$ cat src/rtl/ctu_dram_cken_seq.sv
// DRAM/DDR cluster-header sequencer: staggered per-cluster clock enables, global
// reset release after all clusters clock, timed debug-init pulses and staggered shutdown.
module ctu_dram_cken_seq #(
  parameter int unsigned NCLUST   = 4,
  parameter int unsigned STAGGER  = 8,
  parameter int unsigned RST_HOLD = 16,
  parameter int unsigned DBG_HOLD = 4
) (
  input  logic              gclk,
  input  logic              grst,
  input  logic              start,
  input  logic              stop_req,
  input  logic              dbg_req,
  input  logic [NCLUST-1:0] cken_mask,
  output logic [NCLUST-1:0] cluster_cken,
  output logic              grst_l,
  output logic              gdbginit_l,
  output logic              busy,
  output logic              done
);

  localparam int unsigned MAX_SR = (STAGGER > RST_HOLD) ? STAGGER : RST_HOLD;
  localparam int unsigned MAX_H  = (MAX_SR > DBG_HOLD) ? MAX_SR : DBG_HOLD;
  localparam int unsigned CW     = $clog2(MAX_H + 1);
  localparam int unsigned IW     = (NCLUST > 1) ? $clog2(NCLUST) : 1;

  localparam logic [CW-1:0] STG_LD = CW'(STAGGER - 1);
  localparam logic [CW-1:0] RST_LD = CW'(RST_HOLD - 1);
  localparam logic [CW-1:0] DBG_LD = CW'(DBG_HOLD - 1);
  localparam logic [IW-1:0] LAST   = IW'(NCLUST - 1);

  typedef enum logic [2:0] {
    S_IDLE,
    S_EN,
    S_RWAIT,
    S_RUN,
    S_DBG,
    S_DIS
  } state_e;

  state_e            state_q, state_d;
  logic [CW-1:0]     cnt_q, cnt_d;
  logic [IW-1:0]     idx_q, idx_d;
  logic [NCLUST-1:0] mask_q, mask_d;
  logic [NCLUST-1:0] cken_q, cken_d;
  logic              grst_l_q, grst_l_d;
  logic              gdbg_q, gdbg_d;
  logic              busy_q, busy_d;
  logic              done_q, done_d;
  logic              cnt_zero;
  logic              stop_ok;

  assign cnt_zero = (cnt_q == '0);
  assign stop_ok  = stop_req && (state_q inside {S_EN, S_RWAIT, S_RUN, S_DBG});

  // Next-state and registered-output logic; counters load N-1 so edges land N cycles later.
  always_comb begin
    state_d  = state_q;
    cnt_d    = cnt_q;
    idx_d    = idx_q;
    mask_d   = mask_q;
    cken_d   = cken_q;
    grst_l_d = grst_l_q;
    gdbg_d   = gdbg_q;
    done_d   = 1'b0;

    unique case (state_q)
      S_IDLE: begin
        if (start) begin
          mask_d    = cken_mask;
          cken_d    = '0;
          cken_d[0] = cken_mask[0];
          idx_d     = '0;
          if (NCLUST == 1) begin
            state_d = S_RWAIT;
            cnt_d   = RST_LD;
          end else begin
            state_d = S_EN;
            cnt_d   = STG_LD;
          end
        end
      end
      S_EN: begin
        if (cnt_zero) begin
          idx_d         = (idx_q == LAST) ? idx_q : idx_q + IW'(1);
          cken_d[idx_d] = mask_q[idx_d];
          if (idx_d == LAST) begin
            state_d = S_RWAIT;
            cnt_d   = RST_LD;
          end else begin
            cnt_d = STG_LD;
          end
        end else begin
          cnt_d = cnt_q - CW'(1);
        end
      end
      S_RWAIT: begin
        if (cnt_zero) begin
          state_d  = S_RUN;
          grst_l_d = 1'b1;
          gdbg_d   = 1'b1;
          done_d   = 1'b1;
        end else begin
          cnt_d = cnt_q - CW'(1);
        end
      end
      S_RUN: begin
        if (dbg_req) begin
          state_d = S_DBG;
          gdbg_d  = 1'b0;
          cnt_d   = DBG_LD;
        end
      end
      S_DBG: begin
        if (cnt_zero) begin
          state_d = S_RUN;
          gdbg_d  = 1'b1;
          done_d  = 1'b1;
        end else begin
          cnt_d = cnt_q - CW'(1);
        end
      end
      S_DIS: begin
        if (cnt_zero) begin
          cken_d[LAST - idx_q] = 1'b0;
          if (idx_q == LAST) begin
            state_d = S_IDLE;
            idx_d   = '0;
            done_d  = 1'b1;
          end else begin
            idx_d = idx_q + IW'(1);
            cnt_d = STG_LD;
          end
        end else begin
          cnt_d = cnt_q - CW'(1);
        end
      end
      default: state_d = S_IDLE;
    endcase

    // Shutdown pre-empts any in-flight step; a pending slot edge is abandoned.
    if (stop_ok) begin
      state_d  = S_DIS;
      cken_d   = cken_q;
      grst_l_d = 1'b0;
      gdbg_d   = 1'b0;
      cnt_d    = STG_LD;
      idx_d    = '0;
      done_d   = 1'b0;
    end

    busy_d = state_d inside {S_EN, S_RWAIT, S_DBG, S_DIS};
  end

  always_ff @(posedge gclk) begin
    if (grst) begin
      state_q  <= S_IDLE;
      cnt_q    <= '0;
      idx_q    <= '0;
      mask_q   <= '0;
      cken_q   <= '0;
      grst_l_q <= 1'b0;
      gdbg_q   <= 1'b0;
      busy_q   <= 1'b0;
      done_q   <= 1'b0;
    end else begin
      state_q  <= state_d;
      cnt_q    <= cnt_d;
      idx_q    <= idx_d;
      mask_q   <= mask_d;
      cken_q   <= cken_d;
      grst_l_q <= grst_l_d;
      gdbg_q   <= gdbg_d;
      busy_q   <= busy_d;
      done_q   <= done_d;
    end
  end

  assign cluster_cken = cken_q;
  assign grst_l       = grst_l_q;
  assign gdbginit_l   = gdbg_q;
  assign busy         = busy_q;
  assign done         = done_q;

endmodule

$ cat config.mk
export PLATFORM = sky130hd
export DESIGN_NAME = ctu_dram_cken_seq
export DESIGN_NICKNAME = d
export VERILOG_FILES = /design/src/rtl/ctu_dram_cken_seq.sv
export SDC_FILE = /design/constraint.sdc
export NUM_CORES = 1
export LEC_CHECK = 0
export BUFFER_PORTS_ARGS = -buffer_cell sky130_fd_sc_hd__buf_2
export CORE_UTILIZATION = 57
export DETAILED_ROUTE_END_ITERATION = 8
export GPL_TIMING_DRIVEN = 0
export PLACE_DENSITY = 0.77
export SYNTH_ARGS = -nofsm -noshare
export SYNTH_HDL_FRONTEND = slang
export SYNTH_SLANG_ARGS = --single-unit
$ cat constraint.sdc
create_clock -name gclk -period 2.9 [get_ports gclk]
set_clock_uncertainty 0.05 [all_clocks]
set_input_delay 0.145 -clock gclk [delete_from_list [all_inputs] [get_ports gclk]]
set_output_delay 0.145 -clock gclk [all_outputs]
set_load 0.005 [all_outputs]
# After elaboration in Yosys (flattened, before gate mapping)
# Index checks and enable logic that the tools add are counted.
# op_classes
n_mux	42
eq_ne	22
magnitude_cmp	4
div_mod_pow	0
n_bitwise	3
reduce_logical	20
mul	0
shift	0
addsub	3
# ops
op	count
two-way mux 5 bit	6
two-way mux 3 bit	9
one-hot mux 5 bit (5 select lines)	1
two-way mux 4 bit	4
one-hot mux 3 bit (5 select lines)	1
AND reduction 5 bit	3
equality test 3 bit, second input constant	4
one-hot mux 4 bit (3 select lines)	1
two-way mux 2 bit	5
inequality test 2 bit, second input constant	5
equality test 3 x 2 -> 1 bit, second input constant	3
inequality test 3 bit, second input constant	3
two-way mux 1 bit	8
nonzero test 4 bit	2
equality test 3 x 1 -> 1 bit, second input constant	2
less-than comparator 2 x 3 -> 1 bit, second input constant	2
one-hot mux 2 bit (3 select lines)	1
nonzero test 6 bit	1
zero test 5 bit	1
nonzero test 5 bit	1
subtractor 5 x 1 -> 5 bit, second input constant	1
bitwise AND 4 bit	1
bitwise mux 4 bit	1
demux 1 bit (select 2 bit)	2
other kinds (19)	26
# word_totals
inputBits	9
latch_bits	0
register_bits	22
mem_bits_ro	0
ram_bits	0
word_cells	104
n_memories	0

# Longest topological paths before layout
# Gate-level depths: netlist of run 1.
# depth
word_depth	9
ltp_mapped	8

# Least setup slack after synthesis of run 1
# No wires, ideal clock.
# synth_timing
kind	register to register
from	register cnt_q[0]
to	register cnt_q[2]
setup_time_ps	58
arrival_time_ps	1610
required_ps	2792
path_stages_with_launch	8
slack_ps	1181
path_cell_list	dfxtp_1 inv_1 ha_1 or4b_4 a311oi_2 nor3_1 a41oi_1 o21a_1
# synth_between
elab_chain_cells	4
# synth_rtl
element	line_no	text
start, declared	42	logic [CW-1:0] cnt_q, cnt_d;
start signal, assigned	168	cnt_q <= cnt_d;
subtractor 5 x 1 -> 5 bit or zero test 5 bit (tied branches)	--	
two-way mux 5 bit, on equally long branches	--	
one-hot mux 5 bit (5 select lines)	67	unique case (state_q)
two-way mux 3 bit	142	if (stop_ok) begin
# Several ways; a longest one is shown, not always the timed one. The select of a mux whose other input is x is not followed.
# A chain may end at the register's enable or synchronous reset.

# Final worst setup path of run 1
# Ends and elaborated chain as after synthesis.

==> metrics.json, run 1 <==
{
  "worstHoldPathCells": {"value": 3},
  "post_dp_cell_area": {"value": 1590, "unit": "um2"},
  "yosys.area.top_type_share": {"value": 0.299},
  "clock_sink_count": {"value": 22},
  "number_of_nets_still_failing_antenna_checks_after_routing": {"value": 0},
  "cts.clk_slew.worst_paths": {"value": 0.14, "unit": "ns"},
  "total_gr_overflow": {"value": 0},
  "synth_fp_nets": {"value": 195},
  "placeable_area": {"value": 2450, "unit": "um2"},
  "chipHeight": {"value": 52.9, "unit": "um"},
  "number_of_instances_in_the_synthesized_netlist": {"value": 178},
  "regToRegEndpoint": {"value": "cnt_q[2]"},
  "initial_drc_count": {"value": 52},
  "period_needed": {"value": 1.97, "unit": "ns"},
  "r2r_slack": {"value": 0.93, "unit": "ns"},
  "timing_hold_violations_final": {"value": 0},
  "die-area": {"value": 2790, "unit": "um2"},
  "syn-mean-instance-area": {"value": 8.28, "unit": "um2"},
  "most_common_library_cell_in_the_layout_ignoring_fill_and_taps": {"value": "sky130_fd_sc_hd__nor2_1"},
  "synth-warning-count": {"value": 0},
  "hold_end": {"value": "mask_q[2]"},
  "startpoint_type": {"value": "flip-flop"},
  "n_antenna_cell": {"value": 0},
  "post_cts_resized": {"value": 0},
  "report.power.total": {"value": 0.982, "unit": "mW"},
  "num-fill-cells": {"value": 233},
  "clock_tree_from_tritoncts": {"value": "built"},
  "worstHoldPathType": {"value": "in2reg"},
  "synth-main-ff-cell": {"value": "sky130_fd_sc_hd__dfxtp_1"},
  "drive_gt1_frac": {"value": 0.183},
  "crit_arrival": {"value": 2.17, "unit": "ns"},
  "num-nets-final": {"value": 215},
  "cts.root.buffer_cell": {"value": "sky130_fd_sc_hd__clkbuf_4"},
  "global_route_wire_length_before_repair": {"value": 5280, "unit": "um"},
  "worstHoldStart": {"value": "cken_mask[2]"},
  "worst_r2r_startpoint": {"value": "cnt_q[0]"},
  "seq_area_frac_synth": {"value": 0.299},
  "worst-path-max-fanout": {"value": 6},
  "fp.dieW": {"value": 52.9, "unit": "um"},
  "p_leak": {"value": 0.674, "unit": "nW"},
  "power_density": {"value": 599, "unit": "nW/um2"},
  "slew_headroom": {"value": 0.639},
  "worst_setup_path_end_kind": {"value": "flip-flop"},
  "min_period_over_period": {"value": 0.679},
  "number_of_antenna_violations_at_the_first_check_in_global_routing": {"value": 0},
  "finalHoldWorstSlack": {"value": 0.00994, "unit": "ns"},
  "placement.io_buffers": {"value": 15},
  "grt_use_total": {"value": 0.258},
  "layout_common_cells": {"value": "25 x sky130_fd_sc_hd__nor2_1, 22 x sky130_fd_sc_hd__buf_2, 22 x sky130_fd_sc_hd__dfxtp_1, 15 x sky130_fd_sc_hd__a21oi_1, 11 x sky130_fd_sc_hd__nand2_1"},
  "firstDrtPassIters": {"value": 4},
  "cts_buffers": {"value": 3},
  "setup_viol": {"value": 0},
  "drt-wirelength-per-cell": {"value": 14.7, "unit": "um"},
  "post_cts_buffers": {"value": 0},
  "synthArstFlopShare": {"value": 0},
  "number_of_synthesized_flops_with_an_enable_pin": {"value": 0},
  "synth_area_leaders": {"value": "sky130_fd_sc_hd__dfxtp_1 30%, sky130_fd_sc_hd__ha_1 6.8%, sky130_fd_sc_hd__nor2_1 6.4%"},
  "postCtsHoldBufs": {"value": 0},
  "synthDistinctLibCells": {"value": 49},
  "detailroute.via_count": {"value": 1372},
  "ios": {"value": 17},
  "outcome": {"value": "complete, no violations"},
  "synth_area_leader_cell": {"value": "sky130_fd_sc_hd__dfxtp_1"},
  "largest_net_degree_at_the_start_of_global_routing": {"value": 14},
  "timing.final.max_slew_violations": {"value": 0},
  "floorplan.initialDensity": {"value": 0.600},
  "gp_congestion": {"value": 0.867},
  "grt_setup_unrepaired": {"value": "no"},
  "synth.cell_area": {"value": 1470, "unit": "um2"},
  "synth_seq_cells": {"value": 22},
  "layout-area-overhead-vs-synth": {"value": 11.2, "unit": "%"},
  "worst-setup-path-type": {"value": "reg2reg"},
  "clock_insertion_delay_worst_skew": {"value": 0.31, "unit": "ns"},
  "clock_tree.buffer_depth": {"value": 2},
  "fmaxAchievable": {"value": 0.508, "unit": "GHz"},
  "maxCapViolCount": {"value": 0},
  "first_global_vias": {"value": 1172},
  "drt-total-wl": {"value": 3350, "unit": "um"},
  "reg2reg_depth": {"value": 7},
  "htree_levels": {"value": 1},
  "fin_area": {"value": 1640, "unit": "um2"},
  "worst-slew-pin-transition": {"value": 0.542, "unit": "ns"},
  "cp.required": {"value": 3.11, "unit": "ns"},
  "fin_setup_tns": {"value": 0, "unit": "ns"},
  "route.detailed.vias_per_inst": {"value": 6.04},
  "drt_drc_violations_left": {"value": 0},
  "place.detailed.hpwl": {"value": 2500, "unit": "um"},
  "max-vdd-ir-drop": {"value": 0.000374, "unit": "V"},
  "row_count": {"value": 18}
}
==> synth_stat cells (all sizes together), types with 2 or more instances <==
cell type  count
clkbuf         3
o2111a         2
nor4           2
a211oi         3
nand2         11
a311oi         2
o211ai         2
ha             8
nor2b          4
o21ai          8
a21oi         15
inv            7
mux2i          9
nand2b         2
or4b           2
dfxtp         22
and3           2
a31oi          5
nor2          26
a32o           3
buf           10
or3            2
a21o           4
nor3           5
==> per-layer routing <==
layer / global-route usage / part of all wire / up-vias
li1: - / - / 682
met1: 0.353 / 0.48 / 655
met2: 0.422 / 0.47 / 31
met3: 0.0402 / 0.033 / 4
met4: 0.0614 / 0.0084 / 0
met5: 0 / 0 / -
==> report_power, final <==
group | switching [mW] | leakage [nW] | internal (mW)
sequential | 0.0264 | 0.180 | 0.333
clock | 0.0996 | 0.0279 | 0.140
combinational | 0.222 | 0.466 | 0.162
==> worst max path at each step <==
stage                   from  endpoint  slack, ns
detailed placement  cnt_q[0]  idx_q[1]       0.98
CTS                 cnt_q[0]  cnt_q[2]       0.94
finish              cnt_q[0]  cnt_q[2]       0.93
floorplan           cnt_q[0]  cnt_q[2]       1.18
global placement    cnt_q[0]  idx_q[0]       1.02
global route        cnt_q[0]  idx_q[0]       0.79
==> critical path, stage by stage (launching register included) <==
cell and delay, ns:
sky130_fd_sc_hd__dfxtp_1 0.36, sky130_fd_sc_hd__inv_1 0.11, sky130_fd_sc_hd__ha_1 0.20, sky130_fd_sc_hd__or4b_4 0.52, sky130_fd_sc_hd__a311oi_2 0.26, sky130_fd_sc_hd__nor3_1 0.08, sky130_fd_sc_hd__a41oi_1 0.20, sky130_fd_sc_hd__o21a_1 0.15
==> kinds of logic after synthesis <==
| family | synth area share |
|---|---|
| multiplexers | 0.0764 |
| buffers and inverters | 0.0696 |
| adder cells (fa/ha/maj) | 0.0679 |
| AO/OA/AOI/OAI | 0.250 |
| AND/OR/NAND/NOR | 0.226 |
| flip-flops | 0.299 |
| XOR/XNOR | 0.0119 |
==> state kept, by name (all words and copies together), names as in the netlist <==
name          flops
gdbginit_l        1
busy              1
idx_q             2
done              1
cnt_q             5
mask_q            4
state_q           3
grst_l            1
cluster_cken      4
==> metrics by stage <==
step | util | std cells | worst slack, ns
finish | 0.668 | 227 | 0.932
detailed placement | 0.646 | 223 | 0.978
global placement | 0.646 | 223 | 1.02
global route | 0.668 | 227 | 0.795
CTS | 0.668 | 227 | 0.936
floorplan | - | 178 | 1.18
==> cell type report <==
cell class | instances | area, um2 | share of cell area
inverter | 8 | 30.0 | 0.0183
sequential | 22 | 440 | 0.269
clock inverter | 1 | 30.0 | 0.0183
timing repair buffer | 15 | 75.1 | 0.0458
buffer | 13 | 72.6 | 0.0443
multi-input combinational | 135 | 931 | 0.568
clock buffer | 3 | 22.5 | 0.0137
tap | 30 | 37.5 | 0.0229
Note: power is estimated with default switching activity, not from simulation.
==> inputs of run 2 (changes only) <==
- ABC_AREA: unset -> 1
- clock period: 2.9 -> 2 ns (I/O delays scaled with it)
==> metrics.json, run 2 <==
{
  "post_cts_buffers": {"value": 0},
  "synth_area_leaders": {"value": "sky130_fd_sc_hd__dfxtp_1 30%, sky130_fd_sc_hd__nand2_1 18%, sky130_fd_sc_hd__nand3_1 7.5%"},
  "synthArstFlopShare": {"value": 0},
  "worst_r2r_startpoint": {"value": "cnt_q[0]"},
  "layout.cells.non_filler": {"value": 286},
  "seq_area_frac_synth": {"value": 0.299},
  "global_route_wire_length_before_repair": {"value": 5310, "unit": "um"},
  "sequentialPowerShare": {"value": 0.271},
  "chipHeight": {"value": 52.9, "unit": "um"},
  "globalRouteMet2Util": {"value": 0.403},
  "worstHoldPathCells": {"value": 3},
  "largest_net_degree_at_the_start_of_global_routing": {"value": 13},
  "clock_insertion_delay_worst_skew": {"value": 0.32, "unit": "ns"},
  "cts.clk_slew.worst_paths": {"value": 0.13, "unit": "ns"},
  "total_gr_overflow": {"value": 0},
  "worstHoldStart": {"value": "cken_mask[0]"},
  "multiInputGateArea": {"value": 892, "unit": "um2"},
  "post_cts_resized": {"value": 0},
  "clock_sink_count": {"value": 22},
  "syn-mean-instance-area": {"value": 6.30, "unit": "um2"},
  "regToRegEndpoint": {"value": "cnt_q[1]"},
  "cp.required": {"value": 2.21, "unit": "ns"},
  "synth_seq_cells": {"value": 22},
  "placement.io_buffers": {"value": 16},
  "synthDistinctLibCells": {"value": 28},
  "clock_tree_from_tritoncts": {"value": "built"},
  "setup_viol": {"value": 0},
  "htree_levels": {"value": 1},
  "min_period_over_period": {"value": 0.902},
  "worstHoldPathType": {"value": "in2reg"},
  "p_leak": {"value": 0.804, "unit": "nW"},
  "place.detailed.hpwl": {"value": 2510, "unit": "um"},
  "maxCapViolCount": {"value": 0},
  "synth.cell_area": {"value": 1480, "unit": "um2"},
  "die-area": {"value": 2800, "unit": "um2"},
  "power.share.combinational": {"value": 0.626},
  "startpoint_type": {"value": "flip-flop"},
  "outcome": {"value": "complete, no violations"},
  "number_of_instances_in_the_synthesized_netlist": {"value": 234},
  "period_needed": {"value": 1.80, "unit": "ns"},
  "worst-path-max-fanout": {"value": 8},
  "route.detailed.vias_per_inst": {"value": 5.15},
  "fmaxAchievable": {"value": 0.554, "unit": "GHz"},
  "drt-wirelength-per-cell": {"value": 11.5, "unit": "um"},
  "grt.met1_usage": {"value": 0.379},
  "r2r_slack": {"value": 0.20, "unit": "ns"},
  "n_antenna_cell": {"value": 0},
  "crit_arrival": {"value": 2.01, "unit": "ns"},
  "max-vdd-ir-drop": {"value": 0.000890, "unit": "V"},
  "switching_power": {"value": 1.26, "unit": "mW"},
  "number_of_synthesized_flops_with_an_enable_pin": {"value": 0},
  "power.share.clock": {"value": 0.103},
  "post-place-cells": {"value": 280},
  "hold_end": {"value": "mask_q[0]"},
  "fp.dieW": {"value": 52.9, "unit": "um"},
  "fin_setup_tns": {"value": 0, "unit": "ns"},
  "worst-setup-path-type": {"value": "reg2reg"},
  "timing_hold_violations_final": {"value": 0},
  "grt_use_total": {"value": 0.264},
  "swShare": {"value": 0.508},
  "synth_fp_nets": {"value": 251},
  "synth-warning-count": {"value": 0},
  "number_of_antenna_violations_at_the_first_check_in_global_routing": {"value": 0},
  "initial_drc_count": {"value": 61},
  "timing.final.max_slew_violations": {"value": 0},
  "synth-main-ff-cell": {"value": "sky130_fd_sc_hd__dfxtp_1"},
  "ios": {"value": 17},
  "num-fill-cells": {"value": 228},
  "firstDrtPassIters": {"value": 4},
  "worst-slew-pin-transition": {"value": 0.368, "unit": "ns"},
  "slew_headroom": {"value": 0.753},
  "num-nets-final": {"value": 274},
  "drt-total-wl": {"value": 3290, "unit": "um"},
  "clock_tree.buffer_depth": {"value": 2},
  "detailroute.via_count": {"value": 1473},
  "layout_common_cells": {"value": "72 x sky130_fd_sc_hd__nand2_1, 26 x sky130_fd_sc_hd__nor2_1, 22 x sky130_fd_sc_hd__nand3_1, 22 x sky130_fd_sc_hd__dfxtp_1, 21 x sky130_fd_sc_hd__inv_1"},
  "global_route.usage.met3": {"value": 0.0259},
  "floorplan.initialDensity": {"value": 0.601},
  "synth_top_cells_by_count": {"value": "72 x sky130_fd_sc_hd__nand2_1, 26 x sky130_fd_sc_hd__nor2_1, 22 x sky130_fd_sc_hd__dfxtp_1, 22 x sky130_fd_sc_hd__nand3_1, 21 x sky130_fd_sc_hd__inv_1"},
  "first_global_vias": {"value": 1202},
  "synth_area_leader_cell": {"value": "sky130_fd_sc_hd__dfxtp_1"},
  "number_of_nets_still_failing_antenna_checks_after_routing": {"value": 0},
  "cts_buffers": {"value": 3},
  "reg2reg_depth": {"value": 10},
  "worst_setup_path_end_kind": {"value": "flip-flop"},
  "cts.root.buffer_cell": {"value": "sky130_fd_sc_hd__clkbuf_4"},
  "seqCellArea": {"value": 440, "unit": "um2"},
  "layout-area-overhead-vs-synth": {"value": 11.8, "unit": "%"},
  "gp_congestion": {"value": 0.933},
  "power_report.internal_total": {"value": 1.22, "unit": "mW"},
  "globalRoute.busiestLayer": {"value": "met2"},
  "row_count": {"value": 18},
  "drive_gt1_frac": {"value": 0.176},
  "power_density": {"value": 1500, "unit": "nW/um2"},
  "placeable_area": {"value": 2450, "unit": "um2"},
  "cp-startpoint": {"value": "cnt_q[0]"},
  "drt_drc_violations_left": {"value": 0},
  "largest_reg_flops": {"value": 5},
  "finalHoldWorstSlack": {"value": 0.0117, "unit": "ns"},
  "yosys.area.top_type_share": {"value": 0.299},
  "post-synth-top-count-cell": {"value": "sky130_fd_sc_hd__nand2_1"},
  "most_common_library_cell_in_the_layout_ignoring_fill_and_taps": {"value": "sky130_fd_sc_hd__nand2_1"},
  "layout.core_utilization": {"value": 0.672},
  "grt_setup_unrepaired": {"value": "no"},
  "largest_register": {"value": "cnt_q"}
}
==> run 2: how the worst max path moves through the flow <==
stage,to,slack (ns),cells after the start
after floorplan,cnt_q[0],0.55,10
after global placement,cnt_q[1],0.25,10
after detailed placement,cnt_q[1],0.24,10
after CTS,cnt_q[1],0.21,10
after global routing,cnt_q[1],0.02,10
final,cnt_q[1],0.20,10
==> run 2: stage by stage <==
stage	worst slack (ns)	power, mW	cell area [um2]
floorplan	0.548	1.89	1480
CTS	0.208	2.47	1650
global placement	0.255	2.18	1590
global route	0.0167	2.73	1650
finish	0.196	2.48	1650
detailed placement	0.241	2.21	1590
==> run 2: layout make-up <==
class | instances | area share
flip-flops and latches | 22 | 0.267
multi-input cells | 177 | 0.541
repair buffers | 18 | 0.0607
well taps | 30 | 0.0228
plain buffers | 2 | 0.0114
clock buffers | 4 | 0.0220
inverters | 33 | 0.0751
==> run 2: power by group through the flow <==
stage	sequential, mW	clock, mW	combinational, mW
detailed placement	0.680	0	1.53
global route	0.691	0.275	1.77
floorplan	0.663	0	1.22
finish	0.671	0.255	1.55
CTS	0.670	0.262	1.54
global placement	0.677	0	1.51
==> run 2: critical path, stage by stage (launching register included) <==
cell and delay [ns]:
sky130_fd_sc_hd__dfxtp_1 0.34, sky130_fd_sc_hd__inv_1 0.14, sky130_fd_sc_hd__ha_1 0.20, sky130_fd_sc_hd__nand2_1 0.07, sky130_fd_sc_hd__nor2_2 0.29, sky130_fd_sc_hd__nand3_1 0.20, sky130_fd_sc_hd__nand3_2 0.21, sky130_fd_sc_hd__nand2_1 0.09
sky130_fd_sc_hd__inv_2 0.07, sky130_fd_sc_hd__nor2_1 0.04, sky130_fd_sc_hd__nor2_1 0.07
==> run 2: cells by family (layout without fill, tap and decap cells) <==
logic type / count (synthesis) / after routing / share of synthesized area
AO/OA/AOI/OAI: 29 / 29 / 0.106
XOR/XNOR: 3 / 3 / 0.0178
adder cells (fa/ha/maj): 8 / 8 / 0.0679
buffers and inverters: 35 / 57 / 0.0967
flip-flops: 22 / 22 / 0.299
AND/OR/NAND/NOR: 137 / 137 / 0.413
==> run 2: what timing repair did <==
action | in CTS | in global routing
setup endpoints to repair | 0 | 0
hold endpoints to repair | 6 | 0
hold buffers | 2 | 0
==> run 2: per-layer routing <==
layer / part of all wire / vias to the layer above
met4: 0.013 / 0
met3: 0.050 / 5
met1: 0.52 / 644
met5: 0 / -
met2: 0.42 / 38
li1: - / 786
==> inputs of run 3 (changes only) <==
- CAP_MARGIN: unset -> 5
- REMOVE_ABC_BUFFERS: unset -> 1
==> metrics.json, run 3 (synthesized netlist as in run 2, its figures left out) <==
{
  "outcome": {"value": "complete, no violations"},
  "place.detailed.hpwl": {"value": 2420, "unit": "um"},
  "largest_register": {"value": "cnt_q"},
  "timing.final.max_slew_violations": {"value": 0},
  "num-nets-final": {"value": 271},
  "grt_use_total": {"value": 0.260},
  "ios": {"value": 17},
  "drive_gt1_frac": {"value": 0.167},
  "metal2_wl": {"value": 1340, "unit": "um"},
  "worst-slew-pin-transition": {"value": 0.394, "unit": "ns"},
  "post-place-ws": {"value": 0.0381, "unit": "ns"},
  "clock_insertion_delay_worst_skew": {"value": 0.31, "unit": "ns"},
  "number_of_antenna_violations_at_the_first_check_in_global_routing": {"value": 0},
  "setup_viol": {"value": 0},
  "drt-total-wl": {"value": 3250, "unit": "um"},
  "largest_reg_flops": {"value": 5},
  "worst-setup-path-type": {"value": "reg2reg"},
  "drt_drc_violations_left": {"value": 0},
  "slew_headroom": {"value": 0.737},
  "fin_setup_tns": {"value": 0, "unit": "ns"},
  "crit_arrival": {"value": 2.06, "unit": "ns"},
  "placeable_area": {"value": 2450, "unit": "um2"},
  "power_density": {"value": 1480, "unit": "nW/um2"},
  "clock_tree_from_tritoncts": {"value": "built"},
  "cts.clk_slew.worst_paths": {"value": 0.12, "unit": "ns"},
  "htree_levels": {"value": 1},
  "worstHoldPathType": {"value": "in2reg"},
  "gp_congestion": {"value": 0.896},
  "finalHoldWorstSlack": {"value": 0.0179, "unit": "ns"},
  "p_leak": {"value": 0.782, "unit": "nW"},
  "min_period_over_period": {"value": 0.926},
  "floorplan.initialDensity": {"value": 0.601},
  "timing_hold_violations_final": {"value": 0},
  "detailroute.via_count": {"value": 1439},
  "row_count": {"value": 18},
  "cts.root.buffer_cell": {"value": "sky130_fd_sc_hd__clkbuf_4"},
  "worst-path-max-fanout": {"value": 11},
  "fmaxAchievable": {"value": 0.540, "unit": "GHz"},
  "setup_ws_final": {"value": 0.148, "unit": "ns"},
  "first_global_vias": {"value": 1203},
  "chipHeight": {"value": 52.9, "unit": "um"},
  "fp.dieW": {"value": 52.9, "unit": "um"},
  "most_common_library_cell_in_the_layout_ignoring_fill_and_taps": {"value": "sky130_fd_sc_hd__nand2_1"},
  "die-area": {"value": 2800, "unit": "um2"},
  "worst_setup_path_end_kind": {"value": "flip-flop"},
  "clock_sink_count": {"value": 22},
  "layout-area-overhead-vs-synth": {"value": 9.41, "unit": "%"},
  "period_needed": {"value": 1.85, "unit": "ns"},
  "num-fill-cells": {"value": 247},
  "drt-wirelength-per-cell": {"value": 11.5, "unit": "um"},
  "grt_setup_unrepaired": {"value": "no"},
  "maxCapViolCount": {"value": 0},
  "layout_common_cells": {"value": "72 x sky130_fd_sc_hd__nand2_1, 26 x sky130_fd_sc_hd__nor2_1, 22 x sky130_fd_sc_hd__nand3_1, 22 x sky130_fd_sc_hd__dfxtp_1, 21 x sky130_fd_sc_hd__inv_1"},
  "cts_buffers": {"value": 3},
  "drt-met1-wl": {"value": 1690, "unit": "um"},
  "startpoint_type": {"value": "flip-flop"},
  "initial_drc_count": {"value": 46},
  "dr.max_layer_used": {"value": "met4"},
  "max-vdd-ir-drop": {"value": 0.000910, "unit": "V"},
  "global_route_wire_length_before_repair": {"value": 5340, "unit": "um"},
  "r2r_slack": {"value": 0.15, "unit": "ns"},
  "detailroute.wirelength.met3": {"value": 180, "unit": "um"},
  "route.detailed.vias_per_inst": {"value": 5.10},
  "cp.required": {"value": 2.21, "unit": "ns"},
  "clock_tree.buffer_depth": {"value": 2},
  "number_of_nets_still_failing_antenna_checks_after_routing": {"value": 0},
  "n_antenna_cell": {"value": 0},
  "largest_net_degree_at_the_start_of_global_routing": {"value": 12},
  "total_gr_overflow": {"value": 0},
  "placement.io_buffers": {"value": 16},
  "firstDrtPassIters": {"value": 4}
}
[run 3: worst paths after layout]
path	end	startpoint	depth (start not counted)
max reg2reg	cluster_cken[3]	state_q[2]	8
max	cluster_cken[3]	state_q[2]	8
min reg2reg	mask_q[0]	mask_q[0]	2
min	mask_q[1]	cken_mask[1]	3
[run 3: final cells by class]
cell class	instances	area (um2)	area share
multi-input combinational	177	900	0.557
inverter	33	124	0.0767
clock buffer	3	22.5	0.0140
tap	30	37.5	0.0233
sequential	22	440	0.273
timing repair buffer	17	90.1	0.0558
[run 3: what timing repair did]
item,4_1_cts,5_1_grt
setup buffers,0,0
endpoints found under the hold margin,6,0
setup endpoints to repair,0,7
hold buffers,1,0
gates resized for setup,0,1
[run 3: worst max-delay path, cell delays in order, from the launching register on]
cell and delay (ns):
sky130_fd_sc_hd__dfxtp_1 0.56, sky130_fd_sc_hd__inv_2 0.11, sky130_fd_sc_hd__nand3_2 0.15, sky130_fd_sc_hd__nand2_2 0.12, sky130_fd_sc_hd__o21ai_4 0.36, sky130_fd_sc_hd__nand2_2 0.17, sky130_fd_sc_hd__inv_2 0.10, sky130_fd_sc_hd__nand2_1 0.05
sky130_fd_sc_hd__a21oi_1 0.12
[run 3: metrics by stage]
step,area (um2),instances,power (mW),util
5_1_grt,1610,282,2.66,0.657
4_1_cts,1610,282,2.38,0.654
6_report,1610,282,2.39,0.657
3_5_place_dp,1570,278,2.16,0.641
2_1_floorplan,1460,232,1.85,-
3_3_place_gp,1570,278,2.15,0.641
[run 3: layer usage]
layer / GRT usage / vias to the layer above
met5: 0 / -
met4: 0.0658 / 0
met3: 0.0259 / 4
met2: 0.401 / 42
met1: 0.380 / 606
li1: - / 787
[run 3: power breakdown]
group / switching, mW / internal [mW]
Combinational: 0.973 / 0.512
Sequential: 0.127 / 0.570
Clock: 0.135 / 0.0704
Total: 1.23 / 1.15
